===== src/rtl/approx_mul_mac_accum.sv =====
// rtl/approx_mul_mac_accum.sv - frame accumulator for approximate multiplier products
//
// Sums a frame of up to LEN unsigned PROD_W-bit products into a saturating ACC_W-bit
// accumulator and presents the frame sum, beat count and saturation flag on a
// valid/ready output.
//
// Optional feature macro: APPROX_BIAS_COMP_EN
//   defined   : each product is increased by BIAS_COMP before accumulation
//   undefined : products are accumulated as-is
//
// Ports:
//   clk        in   rising-edge clock
//   rst_n      in   async active-low reset
//   in_valid   in   product beat valid
//   in_ready   out  stage can accept a beat (depends on state only)
//   in_prod    in   approximate product, PROD_W bits
//   in_last    in   beat closes current frame
//   out_valid  out  frame result valid
//   out_ready  in   consumer accepts result
//   out_sum    out  saturated frame sum, ACC_W bits
//   out_count  out  beats in frame (1..LEN)
//   out_sat    out  sum saturated at some point in frame
module approx_mul_mac_accum #(
  parameter int PROD_W    = 16,
  parameter int ACC_W     = 24,
  parameter int LEN       = 16,
  parameter int BIAS_COMP = 32
) (
  input  logic                       clk,
  input  logic                       rst_n,
  input  logic                       in_valid,
  output logic                       in_ready,
  input  logic [PROD_W-1:0]          in_prod,
  input  logic                       in_last,
  output logic                       out_valid,
  input  logic                       out_ready,
  output logic [ACC_W-1:0]           out_sum,
  output logic [$clog2(LEN+1)-1:0]   out_count,
  output logic                       out_sat
);

  localparam int CNT_W = $clog2(LEN + 1);
  localparam logic [CNT_W-1:0] LAST_CNT = CNT_W'(LEN - 1);

  // Elaboration-time guard against unsupported parameter sets.
  if (ACC_W < PROD_W || LEN < 1 || BIAS_COMP < 0 || BIAS_COMP >= 2**PROD_W) begin : g_bad_param
    $error("approx_mul_mac_accum: unsupported parameters");
  end

  typedef enum logic [0:0] {
    ACCUM = 1'b0,
    HOLD  = 1'b1
  } state_t;

  state_t             state_q, state_d;
  logic [ACC_W-1:0]   acc_q, acc_d;
  logic [CNT_W-1:0]   cnt_q, cnt_d;
  logic               sat_q, sat_d;
  logic [ACC_W-1:0]   sum_q, sum_d;
  logic [CNT_W-1:0]   count_q, count_d;
  logic               osat_q, osat_d;

  logic [ACC_W:0]     add;
  logic [ACC_W:0]     acc_n;
  logic [ACC_W-1:0]   acc_new;
  logic               ovf;
  logic               sat_new;
  logic               close;

`ifdef APPROX_BIAS_COMP_EN
  localparam logic [PROD_W-1:0] BIAS_V = PROD_W'(BIAS_COMP);
  assign add = {{(ACC_W + 1 - PROD_W){1'b0}}, in_prod} + {{(ACC_W + 1 - PROD_W){1'b0}}, BIAS_V};
`else
  assign add = {{(ACC_W + 1 - PROD_W){1'b0}}, in_prod};
`endif

  // One extra bit catches the carry out; any carry clamps the sum to all-ones.
  assign acc_n   = {1'b0, acc_q} + add;
  assign ovf     = acc_n[ACC_W];
  assign acc_new = ovf ? {ACC_W{1'b1}} : acc_n[ACC_W-1:0];
  assign sat_new = sat_q | ovf;
  // in_last on the LEN-th beat still yields exactly one close.
  assign close   = in_last | (cnt_q == LAST_CNT);

  always_comb begin
    state_d   = state_q;
    acc_d     = acc_q;
    cnt_d     = cnt_q;
    sat_d     = sat_q;
    sum_d     = sum_q;
    count_d   = count_q;
    osat_d    = osat_q;
    in_ready  = 1'b0;
    out_valid = 1'b0;
    case (state_q)
      ACCUM: begin
        in_ready = 1'b1;
        if (in_valid) begin
          acc_d = acc_new;
          cnt_d = cnt_q + 1'b1;
          sat_d = sat_new;
          if (close) begin
            sum_d   = acc_new;
            count_d = cnt_q + 1'b1;
            osat_d  = sat_new;
            state_d = HOLD;
          end
        end
      end
      HOLD: begin
        out_valid = 1'b1;
        // No bypass: the next frame's first beat is taken no earlier than the following cycle.
        if (out_ready) begin
          acc_d   = '0;
          cnt_d   = '0;
          sat_d   = 1'b0;
          state_d = ACCUM;
        end
      end
      default: state_d = ACCUM;
    endcase
  end

  always_ff @(posedge clk or negedge rst_n) begin
    if (!rst_n) begin
      state_q <= ACCUM;
      acc_q   <= '0;
      cnt_q   <= '0;
      sat_q   <= 1'b0;
      sum_q   <= '0;
      count_q <= '0;
      osat_q  <= 1'b0;
    end else begin
      state_q <= state_d;
      acc_q   <= acc_d;
      cnt_q   <= cnt_d;
      sat_q   <= sat_d;
      sum_q   <= sum_d;
      count_q <= count_d;
      osat_q  <= osat_d;
    end
  end

  assign out_sum   = sum_q;
  assign out_count = count_q;
  assign out_sat   = osat_q;

endmodule


===== config.mk =====
export PLATFORM = sky130hd
export DESIGN_NAME = approx_mul_mac_accum
export DESIGN_NICKNAME = d
export VERILOG_FILES = /design/src/rtl/approx_mul_mac_accum.sv
export SDC_FILE = /design/constraint.sdc
export NUM_CORES = 1
export LEC_CHECK = 0
export BUFFER_PORTS_ARGS = -buffer_cell sky130_fd_sc_hd__buf_2
export CORE_AREA = 2 2 86 88
export DETAILED_ROUTE_END_ITERATION = 6
export DIE_AREA = 0 0 88 90
export HOLD_SLACK_MARGIN = 0.02
export PLACE_DENSITY = 0.75
export SETUP_SLACK_MARGIN = 0.05
export SYNTH_ARGS = -nofsm -noshare
export SYNTH_HDL_FRONTEND = slang
export SYNTH_SLANG_ARGS = --single-unit

===== constraint.sdc =====
create_clock -name clk -period 2.3 [get_ports clk]
set_clock_uncertainty 0.1 [all_clocks]
set_input_delay 0.46 -clock clk [delete_from_list [all_inputs] [get_ports clk]]
set_output_delay 0.46 -clock clk [all_outputs]
set_load 0.02 [all_outputs]

==> results_dict.tcl <==
set metrics [dict create \
    run_status "finished, violations left" \
    failed_checks "setup timing" \
    synth_nets 437 \
    vias 3446 \
    synth_adder_area_share 0.0697 \
    die_w_um 88 \
    critical_path_required_ps 2420 \
    synth-xor-area-share 0.0522 \
    ios 53 \
    layout_common_cells "61 x dfrtp_1, 60 x nand2_1, 53 x buf_4" \
    cts_tree "built" \
    ir_drop_mv 0.741 \
    grt_overflow 0 \
    wl_met3_um 493 \
    fin_crit_ps 2340 \
    finalCritPeriodShare 1.02 \
    critPathMaxFanout 4 \
    worst_slack_ps -43.8 \
    fin_nets 543 \
    clockBufferDepth 2 \
    final_common_cell "dfrtp_1" \
    grt_pass1_vias 3286 \
    die_h_um 90 \
    start_util 0.502 \
    area_growth_pct 39.4 \
    yosysSeqAreaShare 0.434 \
    ys_ff_latch 61 \
    synthCells 397 \
    dpl.hpwl_mm 7.05 \
    tightest_slew_ps 619 \
    fin_cells 607 \
    worstSetupPathType "reg -> reg" \
    n_antenna_cell 0 \
    async_flop_share 1.00 \
    drive_gt1_frac 0.384 \
    htreeDepth 3 \
    drt_iter0_drc 274 \
    worstHoldPathType "in -> reg" \
    yosysWarningCount 0 \
    avgViaCountPerCell 5.68 \
    cp_top_family "compound AO/OA/AOI/OAI gates" \
    pwr_density_cell_nw_per_um2 1350 \
    dieArea_um2 7920 \
    start_kind "flop" \
    crit_chain "ha_4 -> buf_4 -> a211oi_4 -> o211ai_1 -> buf_4 -> a21oi_4 -> o21bai_1 -> buf_4 -> a31oi_1 -> o21ai_1" \
    crit_top_cell "buf_4" \
    synth_flop_cell "dfrtp_1" \
    drv_cap 0 \
    final_util 0.699 \
    grt_pass1_wl_mm 16.3 \
    synth_cell_types 52 \
    cp.arrival_ps 2470 \
    slew-limit-headroom 0.587 \
    io_buffers 52 \
    slew_violations 0 \
    cp.buffers_inverters 3 \
    route.met2.wl_mm 4.72 \
    end_kind "flop" \
    mappedNetlistArea_um2 3520 \
    antenna_found_initial 0 \
    clkLatencyLatePin_ps 360 \
    drc 0 \
    synth-edff-count 0 \
    fill_cells 523 \
    routed.top_layer "met4" \
    dr.pass1.iters 7 \
    fp.coreArea_um2 7020 \
    avgRoutedWirePerCell_um 16.5 \
    clk_pin_slew_ps 80 \
    wl_mm 10.0 \
    synth-compound-area-share 0.244 \
    synth_top_family_by_area "compound AO/OA/AOI/OAI gates" \
    row_count 31 \
    crit_path_top_delay_cell "dfrtp_1" \
    ant_nets 0 \
    rsz0062_at_grt "true" \
    grt_usage 0.264 \
    numClockSinks 61 \
    hold_violations 0 \
    wl_met1_mm 4.63 \
    synth_area_per_cell_um2 8.87 \
    numCtsBuffers 9 \
    timing.fmax_mhz 427 \
    dpl.cell_count 578 \
    cts-root-buf "clkbuf_8" \
    place_congestion 0.980 \
    grt_max_degree 41 \
    setup_viol 7 \
    slowest_delay_ps 410 \
    synth_mux_area_frac 0.00284 \
    yosys.area_share.simple 0.162 \
    power.static_leakage_nw 2.19 \
]
-- cells in the mapped netlist (all sizes together) (3+ instances only) --
library cell	number	area share
nand2	64	0.068
dfrtp	61	0.43
o21ai	55	0.078
nor2	36	0.038
a21oi	21	0.030
ha	18	0.064
xnor2	13	0.032
nand3	12	0.017
clkbuf	10	0.011
buf	9	0.015
inv	9	0.0096
o22a	9	0.022
a211oi	8	0.023
a31oi	8	0.014
xor2	8	0.020
nand4	6	0.011
nor3	5	0.0071
o211ai	5	0.011
a21o	3	0.0064
a2bb2oi	3	0.0075
-- layer usage --
| metal | vias to the layer above | track usage |
|---|---|---|
| met4 | 0 | 0.0859 |
| met3 | 22 | 0.0514 |
| met5 | - | 0 |
| li1 | 1633 | - |
| met1 | 1690 | 0.378 |
| met2 | 101 | 0.400 |
-- state kept, by name, indices dropped and copies added, names as in the netlist --
signal / flops
acc_q: 24
out_sum: 24
cnt_q: 5
out_count: 5
out_sat: 1
sat_q: 1
state_q: 1
-- final cells by class --
type	count	area (um^2)	area share
Multi-Input combinational cell	308	2210	0.450
Sequential cell	61	1530	0.311
Timing Repair Buffer	114	776	0.158
Clock buffer	10	128	0.0260
Tap cell	99	124	0.0252
Clock inverter	6	111	0.0227
Inverter	9	33.8	0.00688
-- power by group --
part | switching, mW | internal (mW) | leakage [nW] | total, mW
sequential | 0.273 | 1.44 | 0.770 | 1.71
combinational | 2.05 | 1.70 | 1.31 | 3.74
clock | 0.470 | 0.720 | 0.116 | 1.19
-- cell families after synthesis --
logic type / Yosys count
DFF: 61
buffers and inverters: 28
and+or+nand+nor: 134
AOI/OAI and AO/OA: 133
xor gates and xnor gates: 21
muxes: 1
adders and majority gates: 19
-- final timing paths --
kind                       cells past startpoint  slack, ps          end      start
setup / recovery                              10        -40    acc_q[23]   acc_q[0]
hold / removal                                 2        200      state_q  out_ready
setup reg to reg                              10        -40    acc_q[23]   acc_q[0]
hold reg to reg                                2        370      out_sat    out_sat
max in group asynchronous                      3       1000     cnt_q[1]      rst_n
min in group asynchronous                      2        510  out_sum[14]      rst_n
-- timing repair --
item / in CTS / in global routing
buffers inserted: 7 / 6
endpoints found under the setup margin: 48 / 50
hold endpoints to repair: 21 / 0
resized for setup: 28 / 58
pin swaps: 22 / 20
hold buffers: 1 / 0
-- through the flow --
stage | hold WS (ps) | setup WS, ps | setup TNS, ps | power [mW] | cell area [um^2]
4_1_cts | 191 | -50.7 | -823 | 6.18 | 4650
2_1_floorplan | 64.4 | 58.4 | 0 | 3.63 | 3540
3_5_place_dp | 363 | -418 | -13670 | 4.80 | 4230
3_3_place_gp | 351 | -317 | -10290 | 4.72 | 4230
5_1_grt | 223 | -142 | -2800 | 7.08 | 4910
6_report | 200 | -43.8 | -157 | 6.65 | 4910
(Power assumes the default switching activity.)
